`src/rtl/frame_sequencer_if.sv`:
```
// ---------------------------------------------------------------------------
// frame_sequencer_if
// Bundles every non-clock/reset signal around the frame sequencer so that one
// handle connects the sequencer to the clearer, the drawing engine and the
// framebuffer write port.
//   master : the sequencer's view (drives clear_req, draw_start, fb_*, status)
//   slave  : the environment's view (drives enable, clearer and drawer inputs)
// Signals:
//   enable                         run frames, sampled at frame boundaries
//   clr_x/clr_y/cleared            screen clearer walk and completion
//   clear_req                      request to the clearer (its "waited" input)
//   draw_start                     1-cycle pulse on entry to DRAW
//   draw_x/y/color/valid/done      drawing engine pixel stream and completion
//   fb_x/fb_y/fb_color/fb_we       framebuffer write port
//   phase/frame_count/timeout_err  status
// ---------------------------------------------------------------------------
interface frame_sequencer_if #(
    parameter int COLOR_W = 1
);
    logic               enable;
    logic [9:0]         clr_x;
    logic [8:0]         clr_y;
    logic               cleared;
    logic               clear_req;
    logic               draw_start;
    logic [9:0]         draw_x;
    logic [8:0]         draw_y;
    logic [COLOR_W-1:0] draw_color;
    logic               draw_valid;
    logic               draw_done;
    logic [9:0]         fb_x;
    logic [8:0]         fb_y;
    logic [COLOR_W-1:0] fb_color;
    logic               fb_we;
    logic [1:0]         phase;
    logic [15:0]        frame_count;
    logic               timeout_err;

    modport master (
        input  enable, clr_x, clr_y, cleared,
               draw_x, draw_y, draw_color, draw_valid, draw_done,
        output clear_req, draw_start, fb_x, fb_y, fb_color, fb_we,
               phase, frame_count, timeout_err
    );

    modport slave (
        output enable, clr_x, clr_y, cleared,
               draw_x, draw_y, draw_color, draw_valid, draw_done,
        input  clear_req, draw_start, fb_x, fb_y, fb_color, fb_we,
               phase, frame_count, timeout_err
    );
endinterface

```
`src/rtl/frame_sequencer.sv`:
```
// ---------------------------------------------------------------------------
// frame_sequencer
// Initiator side of the screen-clear handshake. Loops IDLE -> WAIT -> CLEAR ->
// DRAW: times the inter-frame wait, raises clear_req until the clearer reports
// cleared, muxes the clearer's x/y walk onto the framebuffer write port during
// CLEAR and the drawing engine's pixel stream during DRAW.
// Ports:
//   clk    system clock
//   reset  synchronous, active-high; aborts any frame in progress
//   bus    frame_sequencer_if.master (see interface for signal list)
// Optional feature: define FRAME_SEQ_TIMEOUT_EN to add a CLEAR watchdog that
// forces DRAW after CLEAR_TIMEOUT cycles and sets the sticky timeout_err.
// Without it CLEAR waits indefinitely and timeout_err is tied 0.
// ---------------------------------------------------------------------------
module frame_sequencer #(
    parameter int WAIT_CYCLES   = 25_000_000,
    parameter int H_RES         = 640,
    parameter int V_RES         = 480,
    parameter int COLOR_W       = 1,
    parameter int CLEAR_COLOR   = 0,
    parameter int CLEAR_TIMEOUT = 400_000
) (
    input  logic              clk,
    input  logic              reset,
    frame_sequencer_if.master bus
);
    typedef enum logic [1:0] {
        ST_IDLE  = 2'd0,
        ST_WAIT  = 2'd1,
        ST_CLEAR = 2'd2,
        ST_DRAW  = 2'd3
    } state_t;

    localparam int                 WAIT_W    = (WAIT_CYCLES > 1) ? $clog2(WAIT_CYCLES) : 1;
    localparam logic [WAIT_W-1:0]  WAIT_LAST = WAIT_W'(WAIT_CYCLES - 1);
    localparam logic [31:0]        H_LIM     = 32'(H_RES);
    localparam logic [31:0]        V_LIM     = 32'(V_RES);
    localparam logic [COLOR_W-1:0] CLR_COLOR = COLOR_W'(CLEAR_COLOR);

    // Reject nonsensical cycle counts at elaboration time.
    if (WAIT_CYCLES < 1 || CLEAR_TIMEOUT < 1) begin : g_param_check
        $error("frame_sequencer: WAIT_CYCLES and CLEAR_TIMEOUT must be >= 1");
    end

    state_t             state_r;
    state_t             next_state_s;
    logic [WAIT_W-1:0]  wait_cnt_r;
    logic               wait_done_s;
    logic               timeout_hit_s;
    logic               clr_inb_s;
    logic               draw_inb_s;

    logic               clear_req_s,  clear_req_r;
    logic               draw_start_s, draw_start_r;
    logic               frame_inc_s;
    logic [9:0]         fb_x_s,       fb_x_r;
    logic [8:0]         fb_y_s,       fb_y_r;
    logic [COLOR_W-1:0] fb_color_s,   fb_color_r;
    logic               fb_we_s,      fb_we_r;
    logic [15:0]        frame_count_r;

    assign wait_done_s = (wait_cnt_r == WAIT_LAST);
    // The clearer walks one step past the visible area; those steps must not write.
    assign clr_inb_s   = ({22'd0, bus.clr_x} < H_LIM) && ({23'd0, bus.clr_y} < V_LIM);
    assign draw_inb_s  = ({22'd0, bus.draw_x} < H_LIM) && ({23'd0, bus.draw_y} < V_LIM);

`ifdef FRAME_SEQ_TIMEOUT_EN
    localparam int              TO_W    = (CLEAR_TIMEOUT > 1) ? $clog2(CLEAR_TIMEOUT) : 1;
    localparam logic [TO_W-1:0] TO_LAST = TO_W'(CLEAR_TIMEOUT - 1);

    logic [TO_W-1:0] clr_cnt_r;
    logic            timeout_err_r;

    // Last CLEAR cycle the watchdog allows before forcing DRAW.
    assign timeout_hit_s   = (clr_cnt_r == TO_LAST);
    assign bus.timeout_err = timeout_err_r;

    // Watchdog: counts consecutive CLEAR cycles; flag is sticky until reset.
    always_ff @(posedge clk) begin
        if (reset) begin
            clr_cnt_r     <= '0;
            timeout_err_r <= 1'b0;
        end else begin
            clr_cnt_r     <= (state_r == ST_CLEAR && next_state_s == ST_CLEAR)
                             ? clr_cnt_r + TO_W'(1) : '0;
            timeout_err_r <= timeout_err_r |
                             ((state_r == ST_CLEAR) && timeout_hit_s && !bus.cleared);
        end
    end
`else
    assign timeout_hit_s   = 1'b0;
    assign bus.timeout_err = 1'b0;
`endif

    // State register.
    always_ff @(posedge clk) begin
        if (reset) begin
            state_r <= ST_IDLE;
        end else begin
            state_r <= next_state_s;
        end
    end

    // Next-state logic. enable only aborts a frame while waiting.
    always_comb begin
        next_state_s = state_r;
        case (state_r)
            ST_IDLE:  next_state_s = bus.enable ? ST_WAIT : ST_IDLE;
            ST_WAIT:  next_state_s = !bus.enable ? ST_IDLE :
                                     (wait_done_s ? ST_CLEAR : ST_WAIT);
            ST_CLEAR: next_state_s = (bus.cleared || timeout_hit_s) ? ST_DRAW : ST_CLEAR;
            ST_DRAW:  next_state_s = !bus.draw_done ? ST_DRAW :
                                     (bus.enable ? ST_WAIT : ST_IDLE);
            default:  next_state_s = ST_IDLE;
        endcase
    end

    // Output decode: handshake strobes from the transition, fb mux from the current state.
    always_comb begin
        clear_req_s  = (next_state_s == ST_CLEAR);
        draw_start_s = (state_r == ST_CLEAR) && (next_state_s == ST_DRAW);
        frame_inc_s  = (state_r == ST_DRAW) && bus.draw_done;
        fb_x_s       = fb_x_r;
        fb_y_s       = fb_y_r;
        fb_color_s   = fb_color_r;
        fb_we_s      = 1'b0;
        case (state_r)
            ST_CLEAR: begin
                fb_x_s     = bus.clr_x;
                fb_y_s     = bus.clr_y;
                fb_color_s = CLR_COLOR;
                fb_we_s    = clr_inb_s;
            end
            ST_DRAW: begin
                fb_x_s     = bus.draw_x;
                fb_y_s     = bus.draw_y;
                fb_color_s = bus.draw_color;
                fb_we_s    = bus.draw_valid && draw_inb_s;
            end
            default: begin
                fb_we_s    = 1'b0;
            end
        endcase
    end

    // Output and counter registers.
    always_ff @(posedge clk) begin
        if (reset) begin
            wait_cnt_r    <= '0;
            clear_req_r   <= 1'b0;
            draw_start_r  <= 1'b0;
            fb_x_r        <= 10'd0;
            fb_y_r        <= 9'd0;
            fb_color_r    <= '0;
            fb_we_r       <= 1'b0;
            frame_count_r <= 16'd0;
        end else begin
            // Counter is zero on every entry to WAIT.
            wait_cnt_r    <= (state_r == ST_WAIT && next_state_s == ST_WAIT)
                             ? wait_cnt_r + WAIT_W'(1) : '0;
            clear_req_r   <= clear_req_s;
            draw_start_r  <= draw_start_s;
            fb_x_r        <= fb_x_s;
            fb_y_r        <= fb_y_s;
            fb_color_r    <= fb_color_s;
            fb_we_r       <= fb_we_s;
            frame_count_r <= frame_inc_s ? frame_count_r + 16'd1 : frame_count_r;
        end
    end

    assign bus.phase       = state_r;
    assign bus.clear_req   = clear_req_r;
    assign bus.draw_start  = draw_start_r;
    assign bus.fb_x        = fb_x_r;
    assign bus.fb_y        = fb_y_r;
    assign bus.fb_color    = fb_color_r;
    assign bus.fb_we       = fb_we_r;
    assign bus.frame_count = frame_count_r;
endmodule

```
`src/flat_wrapper.sv`:
```
// flat-port wrapper written by rule: the top's interface ports become plain ports
module frame_sequencer_flat 
#(
    parameter int WAIT_CYCLES   = 25_000_000,
    parameter int H_RES         = 640,
    parameter int V_RES         = 480,
    parameter int COLOR_W       = 1,
    parameter int CLEAR_COLOR   = 0,
    parameter int CLEAR_TIMEOUT = 400_000
)
  (clk, reset, bus_enable, bus_clr_x, bus_clr_y, bus_cleared, bus_draw_x, bus_draw_y, bus_draw_color, bus_draw_valid, bus_draw_done, bus_clear_req, bus_draw_start, bus_fb_x, bus_fb_y, bus_fb_color, bus_fb_we, bus_phase, bus_frame_count, bus_timeout_err);
  frame_sequencer_if #(.COLOR_W(COLOR_W)) bus_i ();
  input  logic clk;
  input  logic reset;
  input wire logic [$bits(bus_i.enable)-1:0] bus_enable;
  input wire logic [$bits(bus_i.clr_x)-1:0] bus_clr_x;
  input wire logic [$bits(bus_i.clr_y)-1:0] bus_clr_y;
  input wire logic [$bits(bus_i.cleared)-1:0] bus_cleared;
  input wire logic [$bits(bus_i.draw_x)-1:0] bus_draw_x;
  input wire logic [$bits(bus_i.draw_y)-1:0] bus_draw_y;
  input wire logic [$bits(bus_i.draw_color)-1:0] bus_draw_color;
  input wire logic [$bits(bus_i.draw_valid)-1:0] bus_draw_valid;
  input wire logic [$bits(bus_i.draw_done)-1:0] bus_draw_done;
  output wire logic [$bits(bus_i.clear_req)-1:0] bus_clear_req;
  output wire logic [$bits(bus_i.draw_start)-1:0] bus_draw_start;
  output wire logic [$bits(bus_i.fb_x)-1:0] bus_fb_x;
  output wire logic [$bits(bus_i.fb_y)-1:0] bus_fb_y;
  output wire logic [$bits(bus_i.fb_color)-1:0] bus_fb_color;
  output wire logic [$bits(bus_i.fb_we)-1:0] bus_fb_we;
  output wire logic [$bits(bus_i.phase)-1:0] bus_phase;
  output wire logic [$bits(bus_i.frame_count)-1:0] bus_frame_count;
  output wire logic [$bits(bus_i.timeout_err)-1:0] bus_timeout_err;
  assign bus_i.enable = bus_enable;
  assign bus_i.clr_x = bus_clr_x;
  assign bus_i.clr_y = bus_clr_y;
  assign bus_i.cleared = bus_cleared;
  assign bus_i.draw_x = bus_draw_x;
  assign bus_i.draw_y = bus_draw_y;
  assign bus_i.draw_color = bus_draw_color;
  assign bus_i.draw_valid = bus_draw_valid;
  assign bus_i.draw_done = bus_draw_done;
  assign bus_clear_req = bus_i.clear_req;
  assign bus_draw_start = bus_i.draw_start;
  assign bus_fb_x = bus_i.fb_x;
  assign bus_fb_y = bus_i.fb_y;
  assign bus_fb_color = bus_i.fb_color;
  assign bus_fb_we = bus_i.fb_we;
  assign bus_phase = bus_i.phase;
  assign bus_frame_count = bus_i.frame_count;
  assign bus_timeout_err = bus_i.timeout_err;
  frame_sequencer #(.WAIT_CYCLES(WAIT_CYCLES), .H_RES(H_RES), .V_RES(V_RES), .COLOR_W(COLOR_W), .CLEAR_COLOR(CLEAR_COLOR), .CLEAR_TIMEOUT(CLEAR_TIMEOUT)) u_core (.clk(clk), .reset(reset), .bus(bus_i));
endmodule
```
`config.mk`:
```
export PLATFORM = sky130hd
export DESIGN_NAME = frame_sequencer_flat
export DESIGN_NICKNAME = d
export VERILOG_FILES = /design/src/rtl/frame_sequencer_if.sv /design/src/rtl/frame_sequencer.sv /design/src/flat_wrapper.sv
export SDC_FILE = /design/constraint.sdc
export NUM_CORES = 1
export LEC_CHECK = 0
export CAP_MARGIN = 5
export CORE_UTILIZATION = 29
export DETAILED_ROUTE_END_ITERATION = 6
export PLACE_DENSITY = 0.52
export SYNTH_ARGS = -nofsm -noshare
export SYNTH_HDL_FRONTEND = slang
export SYNTH_SLANG_ARGS = --single-unit
```
`constraint.sdc`:
```
create_clock -name clk -period 1.6 [get_ports clk]
set_input_delay 0.24 -clock clk [delete_from_list [all_inputs] [get_ports clk]]
set_output_delay 0.24 -clock clk [all_outputs]
set_load 0.01 [all_outputs]
```
; ---- After elaboration in Yosys (flattened, before gate mapping)
; Index checks and enable logic that the tools add are counted.
; Widths: inputs -> output; s select.
[op_classes]
shifts = 0
n_addsub = 2
multipliers = 0
div_mod_pow = 0
magnitude_cmp = 4
mux = 10
n_bitwise = 1
eq_ne = 7
n_reduce_logical = 9
[op_table]
columns = op, count
row1 = $add 25x1->25 const B, 1
row2 = $eq 25x25->1 const B, 1
row3 = $lt 10x10->1 const B, 2
row4 = $pmux 10 s2, 1
row5 = $lt 9x9->1 const B, 2
row6 = $pmux 9 s2, 1
row7 = $add 16x1->16 const B, 1
row8 = $eq 2x2->1 const B, 4
row9 = $pmux 2 s4, 1
row10 = $logic_and 1x1->1, 6
row11 = $mux 2, 3
row12 = $eq 2x1->1 const B, 2
row13 = $pmux 1 s2, 2
row14 = $logic_not 2->1, 1
row15 = $mux 1, 2
row16 = $reduce_bool 2->1, 1
row17 = $reduce_or 2->1, 1
row18 = $not 1->1, 1
[totals]
latchBits = 0
romBits = 0
register_bits = 66
ram_bits = 0
out_inout_bits = 42
memories = 0
in_bits = 45
elab_cells = 42

; ---- Depth between registers and ports, before layout
[logic_depth]
ltp_word = 8
mapped_depth = 6
depth_no_buf = 5

; ---- Worst setup path before layout
; No wires, ideal clock.
[synth_path]
kind = reg-to-reg
startpoint = reg u_core.state_r[1] (netlist: u_core.bus.phase[1])
endpoint = reg u_core.frame_count_r[13] (netlist: u_core.bus.frame_count[13])
path_stages_with_launch = 6
n_path_buf = 1
arrival_time_ns = 1.696
synth_period_minus_slack_ns = 1.767
path_slack_ns = -0.167
required_time_ns = 1.530
setup_ns = 0.070
path_cell_list = dfxtp_1 -> nand3_2 -> or3_1 -> buf_2 -> or4_1 -> a21oi_1
[synth_between]
elab_chain_cells = 2
[synth_rtl]
columns = element, line
row1 = start: declaration, frame_sequencer.sv:45  ; state_t state_r;
row2 = start signal: assignment, frame_sequencer.sv:100  ; state_r <= next_state_s;
row3 = $eq 2x2->1, frame_sequencer.sv:122  ; frame_inc_s = (state_r == ST_DRAW) && bus.draw_done;
row4 = $logic_and 1x1->1, frame_sequencer.sv:122
row5 = end signal: assignment, frame_sequencer.sv:167  ; frame_count_r <= frame_inc_s ? frame_count_r + 16'd1 : frame_count_r;
row6 = end: declaration, frame_sequencer.sv:60  ; logic [15:0] frame_count_r;
; Every way passes these cells.
; A chain may end at the register's enable or synchronous reset.

; ---- Final worst setup path
[layout_path]
startpoint = reg u_core.wait_cnt_r[16]
endpoint = reg u_core.wait_cnt_r[23]
[layout_between]
elab_chain_cells = 8
word_cells_on_any_way = 9
[layout_rtl]
columns = element, line
row1 = start: declaration, frame_sequencer.sv:47  ; logic [WAIT_W-1:0] wait_cnt_r;
row2 = start signal: assignment, frame_sequencer.sv:159  ; wait_cnt_r <= (state_r == ST_WAIT && next_state_s == ST_WAIT)
row3 = $eq 25x25->1, frame_sequencer.sv:62  ; assign wait_done_s = (wait_cnt_r == WAIT_LAST);
row4 = $mux 2, frame_sequencer.sv:110  ; (wait_done_s ? ST_CLEAR : ST_WAIT);
row5 = $mux 2, frame_sequencer.sv:109  ; ST_WAIT: next_state_s = !bus.enable ? ST_IDLE :
row6 = $pmux 2 s4, frame_sequencer.sv:107  ; case (state_r)
row7 = $eq 2x1->1, frame_sequencer.sv:159
row8 = $logic_and 1x1->1, frame_sequencer.sv:159
row9 = $not 1->1 (no source line), n/a
row10 = $reduce_or 2->1 (no source line), n/a
; Parallel ways exist; a longest one is shown, timed or not.

==> impl_results.md <==
- Critical Path, Cell by Cell: and4_4 -> buf_6 -> nand4_1 -> buf_4 -> o21ai_4 -> clkbuf_16 -> a21oi_1
- Sequential share of the synthesized area: about 45%
- # diodes: 0
- Post-synth EDFFs: 0
- Hold Path Depth: 5
- Largest net degree at the start of global routing: 42
- R2r startpoint: u_core.wait_cnt_r[16]$_SDFF_PP0_
- Crit-path slowest cell: dfxtp_2
- Unrepaired setup endpoints after global routing: yes
- Yosys reg bits: 66
- CP endpoint kind: register
- Placed Cells: 577
- Initial antenna violation count: 0
- Final Core Density: ~48%
- Yosys cell types: 35
- Post-cts hold buffer count: 0
- Synthesized cell area: ~0.0029 mm²
- Via count: around 2,900
- Switching Share: between 20% and 30%
- FFs w/ async S/R, synth: 0%
- Most frequent cells in the layout: 74 x clkdlybuf4s50_1, 49 x dfxtp_1, 44 x buf_4
- Full die area: 0.0106 mm²
- Critical path startpoint: u_core.wait_cnt_r[16]$_SDFF_PP0_
- Worst Path Max Fanout: 6
- Total grt overflow: 0
- Routed Antenna Nets: 0
- CP Depth: 7
- Core area: approximately 0.0098 mm²
- Ys Warns: 0
- Status: complete, no violations
- Yosys top cell area share: approximately 45%
- Setup violators final: 0
- Mapped Cells: ~330
- M2 GR Usage: a little under a quarter
- PD cells: ~700 mW/mm²
- Worst Skew: approximately 0.013 ns
- CTS root buffer: clkbuf_8
- Sequential share of power: between 40 and 50%
- Layout cell share with drive strength beyond 1: between 20% and 30%
- Die height: between 100 and 150 µm
- Minimum clock period: 1.57 ns
- Die X: between 100 and 150 µm
- Register-to-Register Path Depth: 7
- CTS tree: done
- Critical Path RT: around 1.8 ns
- Rows: 36
- Placer Congestion: 0.748
- Initial drt markers: between 90 and 100
- Largest area contributor in the netlist: dfxtp_1
- TritonCTS Buffers: 9
- Leak: about 1.7 nW
- Final Non-Filler Cells: around 600
- Starting Density: a little under a third
- Top Usage Layer GRT: met2
- DR WL/cell: 13.3 µm
- Clk pwr share: ~44%
- Final hold slack: ~0.40 ns
- Mapped Nets: 381
- Met1 Use GR: between 15 and 20%
- P_sw: roughly 710 µW
- H-tree levels: 3
- HPWL after DPL: 5550 µm
- WP buf/inv: 3
- Reg clk slew, reported paths: ~0.08 ns
- # clock sinks: between 60 and 70
- HP Start: bus_draw_done
- Num ports: 87
- Worst path top cell family by delay: buffers and inverters
- PortBufs: 85
- Routed vias/inst: between 4 and 5
- Area grow syn2layout: 60.1%
- Top post-synthesis cells by area: dfxtp_1 45%, mux2i_1 6.5%, nor2_1 5.6%, a211oi_1 4.8%, xor2_1 3.9%
- Final net count: about 510
- Pins over their slew limit: 0
- Fin crit share: 97.8%
- Internal: approximately 2.6 mW
- Worst Setup Start Kind: register
- DR pass1 iterations: 4
- Worst vdd ir: ~0.46 mV
- Critical path class: register to register
- Top_reg_cell synth: dfxtp_1
- Filler cells: between 900 and 1,000
- Max Cap Violations: 0
- First-pass GRT wire length: around 12,000 µm
- GRT Util Overall: around 15%
- Combinational share of power: under 10%
- Vias in the first global route: between 2,000 and 3,000
- Data arrival, critical path: ~1.8 ns
- Fmax: 639 MHz
- Final wirelength: roughly 8000 µm
- Clk_lat worst skew: around 0.35 ns
- HP Class: input port to register
- Met3 Usage GRT: 3.46%
- Hold Fails Final Rpt: 0
- Commonest non-fill, non-tap cell in the layout: clkdlybuf4s50_1
- Clock buffer depth: 2
- Crit-path max cell delay: 0.33 ns
- Syn_area_per_cell: a little under 9 µm²
- Remaining DRCs: 0
==> layout make-up <==
type / instances / area, µm² / share of cell area [%]
clock buffer: 14 / 173 / 3.66
clock inverter: 2 / 35.0 / 0.743
inverter: 5 / 18.8 / 0.398
multi-input combinational: 240 / 1640 / 34.7
sequential: 66 / 1360 / 28.8
tap: 133 / 166 / 3.53
timing repair buffer: 138 / 1330 / 28.1
==> layer usage <==
layer,part of all wire [%],up-vias
met2,44,69
li1,-,1467
met5,0,-
met1,48,1313
met3,6.2,13
met4,1.6,0
==> power by group through the flow <==
stage	combinational (mW)	sequential (mW)	clock (mW)
floorplan	0.0711	1.67	0
global placement	0.216	1.67	0
detailed placement	0.218	1.67	0
CTS	0.219	1.63	1.52
global route	0.239	1.63	1.61
finish	0.222	1.63	1.47
==> path summary, 6_finish.rpt <==
kind / endpoint / slack (ns)
worst min-delay path: u_core.bus.frame_count[1]$_SDFFE_PP0P_ / 0.40
worst min register to register: u_core.bus.fb_color$_SDFFE_PP0P_ / 0.47
worst max register to register: u_core.wait_cnt_r[23]$_SDFF_PP0_ / 0.03
worst max-delay path: u_core.wait_cnt_r[23]$_SDFF_PP0_ / 0.03
==> sequential cells by signal (all words and copies together) (netlist names) <==
name	flops
u_core.bus.fb_y	9
u_core.bus.fb_we	1
u_core.bus.frame_count	16
u_core.bus.fb_x	10
u_core.wait_cnt_r	25
u_core.bus.fb_color	1
u_core.bus.clear_req	1
u_core.bus.draw_start	1
u_core.bus.phase	2
==> kinds of logic after synthesis <==
group,count (synthesis),synth area share (%)
AOI/OAI and AO/OA,63,13.4
other,1,0.127
muxes,19,6.45
buffers and inverters,28,3.82
and+or+nand+nor,134,24.3
DFF,66,44.8
adders and majority gates,2,0.849
xor gates and xnor gates,21,6.24
==> worst register-to-register path, cell delays in order (launching register included) <==
cell and delay, ns:
dfxtp_2 0.33, and4_4 0.24, buf_6 0.09, nand4_1 0.13, buf_4 0.19, o21ai_4 0.23
clkbuf_16 0.20, a21oi_1 0.04
==> through the flow <==
stage               TNS, ns  area [µm²]  power [mW]  setup WS [ns]
global route          -1.03        4720        3.48        -0.0610
floorplan           -0.0180        3000        1.75        -0.0180
global placement      -1.39        4290        1.89         -0.311
CTS                       0        4510        3.37        0.00612
finish                    0        4720        3.32         0.0349
detailed placement    -1.70        4290        1.89         -0.330
==> Yosys cell counts, types with 2 or more instances <==
cell      number
nand3_1       15
nor4b_1        3
or3_1          8
and3_1         6
nand4_1       12
and4_1         6
nand2_1       15
nand2b_1       3
dfxtp_1       66
or4_1         11
o21ai_0        9
xnor2_1        8
and2_1         2
nor3_1         3
xor2_1        13
ha_1           2
o31ai_1       10
clkbuf_1      17
a211oi_1      19
buf_1          2
mux2i_1       19
buf_2          3
inv_1          5
nor4_1         2
a21oi_1       22
nor2_1        44
==> repair_timing <==
item	in CTS	in global routing
pin swaps	1	10
buffers inserted	0	3
endpoints found under the setup margin	25	38
resized for setup	9	43
gates cloned	0	2
Power figures use the tool's default switching activity.
